==> config.mk <==
export PLATFORM = sky130hd
export DESIGN_NAME = adc_capture_bank
export DESIGN_NICKNAME = d
export VERILOG_FILES = /design/src/rtl/adc_capture_pkg.sv /design/src/rtl/adc_capture_ch.sv /design/src/rtl/adc_capture_bank.sv
export SDC_FILE = /design/constraint.sdc
export NUM_CORES = 1
export LEC_CHECK = 0
export BUFFER_PORTS_ARGS = -buffer_cell sky130_fd_sc_hd__buf_2
export CORE_AREA = 2 2 387 389
export CTS_CLUSTER_DIAMETER = 100
export CTS_CLUSTER_SIZE = 14
export DETAILED_ROUTE_END_ITERATION = 12
export DIE_AREA = 0 0 389 391
export RECOVER_POWER = 50
export SETUP_SLACK_MARGIN = 0.3
export SLEW_MARGIN = 0
export SYNTH_ARGS = -nofsm -noshare
export SYNTH_HDL_FRONTEND = slang
export SYNTH_SLANG_ARGS = --single-unit
==> constraint.sdc <==
create_clock -name i_clk -period 2.2 [get_ports i_clk]
set_clock_uncertainty 0.2 [all_clocks]
set_input_delay 0.22 -clock i_clk [delete_from_list [all_inputs] [get_ports i_clk]]
set_output_delay 0.22 -clock i_clk [all_outputs]
set_load 0.02 [all_outputs]
==> src/rtl/adc_capture_pkg.sv <==
// Shared types and helpers for the ADC capture bank.
// Averaging is compiled in with ADC_CAPTURE_AVG_EN; see adc_capture_ch.
package adc_capture_pkg;

  typedef enum logic [1:0] {
    IDLE = 2'd0,
    CAPT = 2'd1,
    HOLD = 2'd2
  } snap_state_t;

  // Watchdog counter width; a disabled watchdog (0) still gets one bit.
  function automatic int unsigned cnt_width(input int unsigned timeout);
    return (timeout == 0) ? 1 : $clog2(timeout + 1);
  endfunction

  localparam int unsigned DEFAULT_CNT_W = cnt_width(2000);

endpackage

==> src/rtl/adc_capture_ch.sv <==
// One ADC channel: live (optionally boxcar-averaged) register, stale watchdog.
// Averaging is compiled in with ADC_CAPTURE_AVG_EN.
module adc_capture_ch
  import adc_capture_pkg::*;
#(
  parameter int unsigned DW       = 32,
  parameter int unsigned TIMEOUT  = 2000,
  parameter int unsigned AVG_LOG2 = 3
) (
  input  logic          clk,
  input  logic          rst,
  input  logic [DW-1:0] tdata,
  input  logic          tvalid,
  input  logic          stale_clr,
  output logic [DW-1:0] live,
  output logic          live_valid,
  output logic          stale
);

`ifdef ADC_CAPTURE_AVG_EN
  localparam int unsigned AW = DW + AVG_LOG2;

  logic signed [AW-1:0]       acc;
  logic signed [AW-1:0]       sum;
  logic        [AVG_LOG2-1:0] fill;

  always_comb begin
    sum = acc + {{AVG_LOG2{tdata[DW-1]}}, tdata};
  end

  always_ff @(posedge clk or negedge rst) begin
    if (!rst) begin
      acc        <= '0;
      fill       <= '0;
      live       <= '0;
      live_valid <= 1'b0;
    end else begin
      live_valid <= 1'b0;
      if (tvalid) begin
        fill <= fill + AVG_LOG2'(1);
        if (&fill) begin
          live       <= DW'(sum >>> AVG_LOG2);
          live_valid <= 1'b1;
          acc        <= '0;
        end else begin
          acc <= sum;
        end
      end
    end
  end
`else
  always_ff @(posedge clk or negedge rst) begin
    if (!rst) begin
      live       <= '0;
      live_valid <= 1'b0;
    end else begin
      live_valid <= tvalid;
      if (tvalid) live <= tdata;
    end
  end
`endif

  if (TIMEOUT == 0) begin : g_no_wd
    assign stale = 1'b0;
  end else begin : g_wd
    localparam int unsigned      CW = cnt_width(TIMEOUT);
    localparam logic [CW-1:0]    TO = CW'(TIMEOUT);

    logic [CW-1:0] cnt;
    logic [CW-1:0] cnt_nxt;

    always_comb begin
      cnt_nxt = cnt;
      if (tvalid)         cnt_nxt = '0;
      else if (cnt != TO) cnt_nxt = cnt + CW'(1);
    end

    // Setting wins over clearing, so a channel still stalled stays flagged.
    always_ff @(posedge clk or negedge rst) begin
      if (!rst) begin
        cnt   <= '0;
        stale <= 1'b0;
      end else begin
        cnt <= cnt_nxt;
        if (cnt_nxt == TO)  stale <= 1'b1;
        else if (stale_clr) stale <= 1'b0;
      end
    end
  end

endmodule

==> src/rtl/adc_capture_bank.sv <==
// Multi-channel ADC capture bank: per-channel live registers plus a coherent
// request/acknowledge snapshot. Averaging is compiled in with ADC_CAPTURE_AVG_EN.
module adc_capture_bank
  import adc_capture_pkg::*;
#(
  parameter int unsigned NCH      = 10,
  parameter int unsigned DW       = 32,
  parameter int unsigned TIMEOUT  = 2000,
  parameter int unsigned AVG_LOG2 = 3
) (
  input  logic              i_clk,
  input  logic              i_rst,
  input  logic [NCH*DW-1:0] i_adc_tdata,
  input  logic [NCH-1:0]    i_adc_tvalid,
  output logic [NCH*DW-1:0] o_live,
  output logic [NCH-1:0]    o_live_valid,
  input  logic              i_snap_req,
  output logic              o_snap_ack,
  output logic [NCH*DW-1:0] o_snap,
  output logic [NCH-1:0]    o_stale,
  input  logic              i_stale_clr
);

  if (AVG_LOG2 == 0 || AVG_LOG2 > 16) begin : g_bad_avg
    $error("adc_capture_bank: AVG_LOG2 must be in 1..16");
  end

  logic [DW-1:0] live_ch       [NCH];
  logic          live_valid_ch [NCH];
  logic          stale_ch      [NCH];

  for (genvar k = 0; k < NCH; k++) begin : g_ch
    adc_capture_ch #(
      .DW       (DW),
      .TIMEOUT  (TIMEOUT),
      .AVG_LOG2 (AVG_LOG2)
    ) u_ch (
      .clk        (i_clk),
      .rst        (i_rst),
      .tdata      (i_adc_tdata[k*DW +: DW]),
      .tvalid     (i_adc_tvalid[k]),
      .stale_clr  (i_stale_clr),
      .live       (live_ch[k]),
      .live_valid (live_valid_ch[k]),
      .stale      (stale_ch[k])
    );
  end

  always_comb begin
    o_live       = '0;
    o_live_valid = '0;
    o_stale      = '0;
    for (int unsigned k = 0; k < NCH; k++) begin
      o_live[k*DW +: DW] = live_ch[k];
      o_live_valid[k]    = live_valid_ch[k];
      o_stale[k]         = stale_ch[k];
    end
  end

  snap_state_t state;
  snap_state_t state_nxt;
  logic        capture;

  always_ff @(posedge i_clk or negedge i_rst) begin
    if (!i_rst) state <= IDLE;
    else        state <= state_nxt;
  end

  always_comb begin
    state_nxt = state;
    case (state)
      IDLE:    if (i_snap_req)  state_nxt = CAPT;
      CAPT:                     state_nxt = HOLD;
      HOLD:    if (!i_snap_req) state_nxt = IDLE;
      default:                  state_nxt = IDLE;
    endcase
  end

  always_comb begin
    capture    = (state == CAPT);
    o_snap_ack = (state == HOLD);
  end

  // Copies o_live as registered before the capture edge, so a sample landing
  // on the CAPT cycle is excluded from the snapshot.
  always_ff @(posedge i_clk or negedge i_rst) begin
    if (!i_rst)       o_snap <= '0;
    else if (capture) o_snap <= o_live;
  end

endmodule

==> impl_metrics.yaml, run 1 <==
worst_setup_path:
  reg2reg_from: "g_ch[6].u_ch.g_wd.cnt[0]$_DFF_PN0_"
  path_class: "in2reg"
  path_buf_inv: 3
  cp-startpoint: "i_adc_tvalid[6]"
  crit_chain: "dlygate4sd3_1 > buf_4 > clkbuf_2 > mux2_2"
  required_ns: 2.54
  cp_max_fo: 20
  arrival_ns: 2.45
  critPathTopFamily: "buffers and inverters"
  start_kind: "input pin"
  critical-path-slowest-cell: "clkbuf_2"
  critPathMaxStageDelay_ns: 0.80
  endpoint_kind: "flop"
routing:
  wl_met3_mm: 6.22
  wl_met2_mm: 50.4
  ant_nets: 0
  drt-initial-drc-count: 836
  first_pass_iters: 8
  avgViaCountPerCell: 4.09
  wire_per_inst_um: 17.8
  drc: 0
  top_layer_used: "met4"
  m1WireLength_mm: 38.3
  routed_wl_mm: 99.8
  num_vias: 22900
clock_network:
  numClockSinks: 772
  clk-insertion-delay-late_ns: 0.66
  clk_pin_slew_ns: 0.07
  cts_buffers: 68
  htreeDepth: 3
  cts_tree: "done"
  root_buffer: "clkbuf_16"
  clock_path_buffers: 3
cells_and_area:
  drive_above_1_share: 0.537
  final_common_cell: "buf_2"
  area_growth_pct: 48.5
  nets: 3990
  final_area_um2: 45600
  mostFrequentLayoutCells: "buf_2, dfrtp_1, mux2_2, dlygate4sd3_1, nor2_1"
  post-route-util: 0.307
power_and_ir_drop:
  ir_drop_uv: 750
  switching_share: 0.365
  power_density_nw_per_um2: 1080
  sequentialPowerShare: 0.409
  p_int_mw: 31.3
  clkPwrFrac: 0.231
  power_frac_comb: 0.360
  total_power_mw: 49.3
  power.switching_mw: 18.0
  p_leak_nw: 20.5
timing:
  slew_viol_final: 0
  setup_viol: 0
  fin_tns_setup_ns: 0
  rsz0062_at_grt: "true"
  setup_ws_ns: 0.0944
  period_needed_ns: 2.11
  slew_headroom: 0.165
  fin_crit_sh: 0.957
  worstMarginPinSlew_ns: 1.25
  max_freq_mhz: 475
  hold_violations: 0
die:
  die_y_um: 391
  die_area_um2: 152000
  ios: 995
  initial_core_util: 0.206
  core.rowCount: 142
  core_um2: 149000
  die_w_um: 389
synthesis:
  seq_area_frac_synth: 0.630
  ys.flop_type: "dfrtp_1"
  synth_warnings: 0
  ys_types: 61
  synth_cells: 2100
  synth.cell_area_um2: 30700
  synthArstFlopShare: 1.00
  ys_ff_latch: 772
  synth_edf_count: 0
  synthesis.nets: 2454
  syn_avg_cell_area_um2: 14.6
global_route:
  grt_pass1_wl_mm: 147
  antenna_found_initial: 1
  grt-ovfl-total: 0
  grt_pass1_vias: 24200
  grtUsageTotal: 0.125
  grt_max_degree: 75
placed_design:
  placed_cell_area_um2: 38700
  hpwlAfterDp_mm: 71.3
  gp_congestion: 0.841
  port_buffers: 994
  place_ws_ns: 0.0396
min_path:
  hp-start: "i_adc_tdata[206]"
  hold_path.class: "in2reg"
run:
  max_cap_viol_count: 0
run_status:
  outcome: "finished clean"
==> power groups by stage <==
stage	Combinational [mW]	Clock, mW	Sequential, mW
2_1_floorplan	5.44	0	24.5
3_3_place_gp	16.9	0	20.2
3_5_place_dp	17.0	0	20.4
4_1_cts	17.9	11.9	20.2
5_1_grt	18.6	12.4	20.6
6_report	17.7	11.4	20.2
==> synth_stat cells, types with 12 or more instances <==
cell type,n,share of area
buf_4,20,0.0049
nor3_1,20,0.0033
xnor2_1,38,0.011
mux2i_1,12,0.0039
inv_1,38,0.0047
mux2_2,649,0.24
or3_1,14,0.0029
nand2_1,36,0.0044
nand4_1,25,0.0051
clkbuf_1,73,0.0089
a21oi_1,23,0.0038
dfrtp_1,772,0.63
nand3_1,45,0.0073
nor2_1,114,0.014
buf_1,18,0.0022
xor2_1,37,0.011
ha_1,20,0.0082
==> final timing paths <==
check                                               endpoint  depth (start not counted)  slack, ns
setup reg to reg              g_ch[6].u_ch.stale$_DFFE_PN0P_                          6       0.12
max in group asynchronous  g_ch[1].u_ch.live[13]$_DFFE_PN0P_                          3       0.42
setup / recovery            g_ch[6].u_ch.live[7]$_DFFE_PN0P_                          4       0.09
min in group asynchronous  g_ch[7].u_ch.live[17]$_DFFE_PN0P_                          3       0.25
hold reg to reg                         state[0]$_DFFE_PN0P_                          1       0.27
hold / removal             g_ch[6].u_ch.live[14]$_DFFE_PN0P_                          3       0.11
==> registers in the layout (all words and copies together), names as in the netlist <==
register,cells
g_ch.u_ch.g_wd.cnt,110
state,2
g_ch.u_ch.stale,10
g_ch.u_ch.live_valid,10
g_ch.u_ch.live,320
o_snap,320
==> kinds of logic after synthesis <==
family	after synthesis	synth area share
AND/OR/NAND/NOR	349	0.0612
multiplexers	662	0.243
XOR/XNOR	75	0.0214
adder cells (fa/ha/maj)	20	0.00816
flip-flops	772	0.630
AO/OA/AOI/OAI	73	0.0161
buffers and inverters	149	0.0207
==> worst min-delay path: stages <==
cell           delay (ns)
dlygate4sd3_1        0.52
buf_2                0.09
mux2_2               0.12
==> timing repair <==
item,4_1_cts,5_1_grt
pin swaps,23,16
buffers inserted,43,19
endpoints found under the setup margin,26,40
gates resized for setup,63,70
hold buffers,433,0
hold endpoints to repair,1213,0
==> through the flow <==
step / cells / hold slack, ns
finish: 5596 / 0.114
detailed placement: 5015 / 0.00648
global placement: 5015 / 0.00327
global route: 5594 / 0.0524
floorplan: 2100 / -0.276
CTS: 5575 / 0.0133
==> metal layers <==
layer | GRT usage | up-vias
li1 | - | 10400
met1 | 0.141 | 11600
met2 | 0.219 | 718
met3 | 0.0336 | 172
met4 | 0.0620 | 0
met5 | 0 | -
==> cell type report <==
| cell class | count | area [um2] |
|---|---|---|
| antenna | 2 | 5.00 |
| clock buffer | 73 | 1750 |
| clock inverter | 11 | 210 |
| fill | 14900 | 103000 |
| inverter | 38 | 155 |
| multi-input combinational | 1179 | 11200 |
| sequential | 772 | 19400 |
| tap | 1944 | 2430 |
| timing repair buffer | 1577 | 10500 |
No activity file was read; power rests on OpenSTA's default activity.
==> inputs of run 2 (changes only) <==
Settings changed: CAP_MARGIN from default to 20, PLACE_DENSITY from default to 0.48, SETUP_SLACK_MARGIN 0.3 to 0.4.
==> run 2 against run 1 <==
Compared with the run above:
- cell count is 0.11% lower
- first-iteration DRC count is 11% lower
- sequential share of layout area hardly changed
- sequential power hardly changed
- power is 1.0% higher
- critical path type unchanged
- highest routed layer unchanged
==> impl_metrics.yaml, run 2 (same netlist as run 1, synthesis figures left out) <==
run_status:
  outcome: "finished clean"
clock_network:
  clk_pin_slew_ns: 0.07
  cts_buffers: 69
  numClockSinks: 772
  cts_tree: "done"
  clock_path_buffers: 3
  clk-insertion-delay-late_ns: 0.66
  root_buffer: "clkbuf_16"
  htreeDepth: 3
min_path:
  hold_path.class: "in2reg"
run:
  max_cap_viol_count: 0
cells_and_area:
  nets: 3979
  drive_above_1_share: 0.513
  area_growth_pct: 48.5
  reg.largest.list: "g_ch.u_ch.live: 320 flops, o_snap: 320 flops, g_ch.u_ch.g_wd.cnt: 110 flops"
  mostFrequentLayoutCells: "buf_2, dfrtp_1, mux2_2, dlygate4sd3_1, clkbuf_1"
  fillerInstances: 15300
  final_common_cell: "buf_2"
routing:
  wire_per_inst_um: 18.4
  first_pass_iters: 5
  num_vias: 22800
  routed_wl_mm: 103
  drc: 0
  drt-initial-drc-count: 743
  ant_nets: 0
  avgViaCountPerCell: 4.08
timing:
  rsz0062_at_grt: "true"
  period_needed_ns: 2.06
  holdWs_ns: 0.117
  slew_viol_final: 0
  setup_ws_ns: 0.136
  max_freq_mhz: 485
  setup_viol: 0
  slew_headroom: 0.243
  fin_crit_sh: 0.938
  worstMarginPinSlew_ns: 1.14
  fin_tns_setup_ns: 0
  hold_violations: 0
global_route:
  antenna_found_initial: 9
  grt_max_degree: 90
  grt_pass1_wl_mm: 150
  grt-ovfl-total: 0
  grt_pass1_vias: 23900
  grtUsageTotal: 0.129
worst_setup_path:
  cp_max_fo: 22
  path_class: "in2reg"
  endpoint_kind: "flop"
  start_kind: "input pin"
  required_ns: 2.53
  arrival_ns: 2.39
power_and_ir_drop:
  ir_drop_uv: 612
  power_density_nw_per_um2: 1090
  total_power_mw: 49.8
  p_leak_nw: 20.2
die:
  die_y_um: 391
  core.rowCount: 142
  initial_core_util: 0.206
  core_um2: 149000
  die_area_um2: 152000
  die_w_um: 389
  ios: 995
placed_design:
  gp_congestion: 0.797
  port_buffers: 994
  place_ws_ns: 0.0635
  hpwlAfterDp_mm: 74.6
==> run 2: changes by cell type in the layout (fill, tap and decap cells not counted), moves of 4 or more <==
cell,change
buf_12,+10
buf_16,+4
buf_2,-159
buf_4,+27
buf_6,+4
clkbuf_1,+145
dfrtp_1,-13
dfrtp_2,+13
diode_2,+4
dlygate4sd3_1,-53
==> run 2: worst paths after layout <==
kind                                                    start                                end  slack [ns]  cells after the start
min in group asynchronous                               i_rst  g_ch[2].u_ch.live[20]$_DFFE_PN0P_        0.45                      3
min reg2reg                              state[1]$_DFFE_PN0P_               state[0]$_DFFE_PN0P_        0.25                      1
max reg2reg                g_ch[6].u_ch.g_wd.cnt[0]$_DFF_PN0_     g_ch[6].u_ch.stale$_DFFE_PN0P_        0.19                      6
max                                           i_adc_tvalid[0]   g_ch[0].u_ch.live[5]$_DFFE_PN0P_        0.14                      4
min                                          i_adc_tdata[120]  g_ch[3].u_ch.live[24]$_DFFE_PN0P_        0.12                      3
max in group asynchronous                               i_rst             o_snap[82]$_DFFE_PN0N_        0.25                      4
==> run 2: per-layer routing <==
layer,wire [um],vias to the layer above,track usage
li1,-,10400,-
met1,40800,11600,0.150
met2,53000,630,0.226
met3,5850,135,0.0341
met4,3420,0,0.0460
met5,0,-,0
==> run 2: area by class of cell <==
cell class / count / area [um2] / share of cell area
multi-input combinational: 1179 / 11200 / 0.246
clock inverter: 13 / 210 / 0.00461
clock buffer: 73 / 1780 / 0.0391
antenna: 6 / 15.0 / 0.000330
tap: 1944 / 2430 / 0.0534
inverter: 38 / 148 / 0.00324
timing repair buffer: 1565 / 10400 / 0.228
sequential: 772 / 19400 / 0.425
==> run 2: critical path, stage by stage <==
cell,delay (ns)
dlygate4sd3_1,0.53
clkbuf_4,0.33
clkbuf_1,0.88
mux2_2,0.42
==> run 2: where the power goes <==
group	total (mW)	switching, mW	internal (mW)
clock	11.7	5.71	6.00
sequential	20.1	2.15	17.9
combinational	18.0	10.4	7.57
==> run 2: stage by stage <==
stage	cells	utilization	area, um2
6_report	5590	0.307	45600
5_1_grt	5586	0.307	45500
4_1_cts	5546	0.306	45500
3_5_place_dp	5031	0.263	39000
3_3_place_gp	5031	0.263	39000
2_1_floorplan	2100	-	30900
==> run 2: what timing repair did <==
item / in CTS / in global routing
gates resized for setup: 93 / 72
endpoints found under the setup margin: 91 / 302
pin swaps: 13 / 18
hold buffers: 380 / 0
gates cloned: 2 / 4
setup buffers: 47 / 34
endpoints found under the hold margin: 1205 / 0
==> inputs of run 3 (changes only) <==
Settings changed: ABC_AREA from default to 1, CORE_AREA 2 2 387 389 to 2 2 388 390, DIE_AREA 0 0 389 391 to 0 0 390 392, SETUP_SLACK_MARGIN 0.4 to default.
==> run 3 against run 2 <==
Compared with the run above:
- first-iteration DRC count is 84% higher
- flip-flop and latch count did not move
- critical path depth is 3 higher
- sequential share of layout area down 3.7 points
- global-route usage increased by 2.6 points
- highest routed layer is now met5
==> impl_metrics.yaml, run 3 <==
cells_and_area:
  reg.largest.list: "g_ch.u_ch.live: 320 flops, o_snap: 320 flops, g_ch.u_ch.g_wd.cnt: 110 flops"
  final_common_cell: "buf_2"
  fillerInstances: 15400
  mostFrequentLayoutCells: "buf_2, dlygate4sd3_1, nand2_1, dfrtp_1, o21ai_0"
  area_growth_pct: 61.0
  drive_above_1_share: 0.223
  nets: 5656
power_and_ir_drop:
  p_leak_nw: 24.8
  power_density_nw_per_um2: 944
  ir_drop_uv: 565
routing:
  first_pass_iters: 5
  drt-initial-drc-count: 1367
  drc: 0
  avgViaCountPerCell: 4.15
  wire_per_inst_um: 17.2
  num_vias: 30200
  routed_wl_mm: 125
  ant_nets: 0
synthesis:
  yosys-top-cells-area: "dfrtp_1, nand2_1, o21ai_0"
  yosysMostFrequentCell: "nand2_1"
  synth_top_area_frac: 0.626
  synth.cell_area_um2: 30900
  synth_edf_count: 0
  synthArstFlopShare: 1.00
  syn_avg_cell_area_um2: 9.07
  ys_ff_latch: 772
  synthesis.nets: 3758
  ys_types: 28
  synth_cells: 3404
  synth_top_area_cell: "dfrtp_1"
  seq_area_frac_synth: 0.626
  ys.flop_type: "dfrtp_1"
  synth_warnings: 0
  ys_top_cells_by_count: "nand2_1, dfrtp_1, o21ai_0"
worst_setup_path:
  critical-path-slowest-cell: "dlygate4sd3_1"
  endpoint_kind: "flop"
  crit_chain: "dlygate4sd3_1 > buf_2 > buf_12 > nand2_1 > dlygate4sd3_1 > o21ai_0 > dlygate4sd3_1"
  cp_max_fo: 17
  start_kind: "input pin"
  critPathMaxStageDelay_ns: 0.61
  path_class: "in2reg"
  crit_path_frequent_cell: "dlygate4sd3_1"
  arrival_ns: 2.54
  required_ns: 2.56
clock_network:
  clk-insertion-delay-late_ns: 0.68
  cts_tree: "done"
  htreeDepth: 3
  cts_buffers: 67
  clk_pin_slew_ns: 0.07
  numClockSinks: 772
  clock_path_buffers: 3
  root_buffer: "clkbuf_16"
timing:
  rsz0062_at_grt: "true"
  holdWs_ns: 0.0965
  setup_viol: 0
  fin_crit_sh: 0.994
  worstMarginPinSlew_ns: 0.865
  period_needed_ns: 2.19
  slew_viol_final: 0
  hold_violations: 0
  max_freq_mhz: 457
  setup_ws_ns: 0.0133
  slew_headroom: 0.423
die:
  die_w_um: 390
  ios: 995
  die_y_um: 392
  initial_core_util: 0.207
  core.rowCount: 142
  core_um2: 149000
  die_area_um2: 153000
global_route:
  grt_pass1_vias: 30800
  grtUsageTotal: 0.155
  grt_max_degree: 91
  antenna_found_initial: 9
  grt_pass1_wl_mm: 184
  grt-ovfl-total: 0
placed_design:
  place_ws_ns: 0.331
  gp_congestion: 0.859
  port_buffers: 994
  hpwlAfterDp_mm: 87.6
run:
  max_cap_viol_count: 0
run_status:
  outcome: "finished clean"
min_path:
  hold_path.class: "in2reg"
==> run 3: changes by cell type in the layout (fill, tap and decap cells not counted), moves of 21 or more <==
cell / before / now
nand2_1: 33 / 912
o21ai_0: 10 / 667
mux2_2: 643 / 0
dlygate4sd3_1: 380 / 922
inv_1: 20 / 485
clkbuf_1: 185 / 2
buf_2: 829 / 990
buf_4: 110 / 35
nand3_1: 43 / 109
dfrtp_1: 726 / 770
dfrtp_2: 46 / 2
xnor2_1: 35 / 3
xor2_1: 37 / 16
==> run 3: worst max-delay path, delay by kind of cell <==
kind | cells | cell delay [ns]
AOI/OAI and AO/OA | 1 | 0.10
buffers and inverters | 5 | 2.10
and+or+nand+nor | 1 | 0.10
==> run 3: cell families after synthesis <==
family,synth area share
buf+inv,0.0835
simple gates,0.163
flops,0.626
fa+ha+maj,0.00810
xor+xnor,0.00539
compound gates,0.114
==> run 3: final cells by class <==
| class | instances | area, um2 | share of cell area |
|---|---|---|---|
| clock buffers | 72 | 1750 | 0.0351 |
| well taps | 1944 | 2430 | 0.0489 |
| clock inverters | 12 | 178 | 0.00357 |
| flip-flops and latches | 772 | 19300 | 0.389 |
| multi-input cells | 1978 | 8990 | 0.181 |
| diodes | 7 | 17.5 | 0.000352 |
| repair buffers | 1991 | 15200 | 0.306 |
| inverters | 492 | 1850 | 0.0371 |
==> run 3: final timing paths <==
kind	startpoint	to	slack (ns)	cells after the start
max	i_adc_tvalid[3]	g_ch[3].u_ch.live[8]$_DFFE_PN0P_	0.01	7
min	i_adc_tvalid[0]	g_ch[0].u_ch.live[21]$_DFFE_PN0P_	0.1	3
max reg2reg	g_ch[0].u_ch.g_wd.cnt[3]$_DFF_PN0_	g_ch[0].u_ch.stale$_DFFE_PN0P_	0.08	9
min reg2reg	state[1]$_DFFE_PN0P_	state[0]$_DFFE_PN0P_	0.23	1
max in group asynchronous	i_rst	g_ch[0].u_ch.g_wd.cnt[5]$_DFF_PN0_	0.04	4
min in group asynchronous	i_rst	o_snap[106]$_DFFE_PN0N_	1.04	4
==> run 3: metrics by stage <==
stage / utilization / instance area [um2] / TNS [ns] / instances / total power [mW]
3_3_place_gp: 0.258 / 38400 / 0 / 6247 / 34.0
6_report: 0.334 / 49700 / 0 / 7268 / 47.0
5_1_grt: 0.334 / 49700 / -1.32 / 7264 / 49.6
2_1_floorplan: - / 30900 / 0 / 3404 / 27.1
3_5_place_dp: 0.258 / 38400 / 0 / 6247 / 34.2
4_1_cts: 0.334 / 49700 / 0 / 7263 / 47.5
==> run 3: power breakdown <==
group	switching [mW]	internal, mW
clock network	5.69	5.85
registers	2.02	17.4
logic	10.5	5.50
==> run 3: per-layer routing <==
layer,track usage,routed length (um)
met5,0,10
met4,0.0595,4580
met3,0.0370,7710
met2,0.263,60500
met1,0.190,51900
==> run 3: what timing repair did <==
item / CTS / global route
gates resized for setup: 0 / 21
buffers inserted: 0 / 0
setup endpoints to repair: 0 / 137
hold buffers: 932 / 0
hold endpoints to repair: 1218 / 0
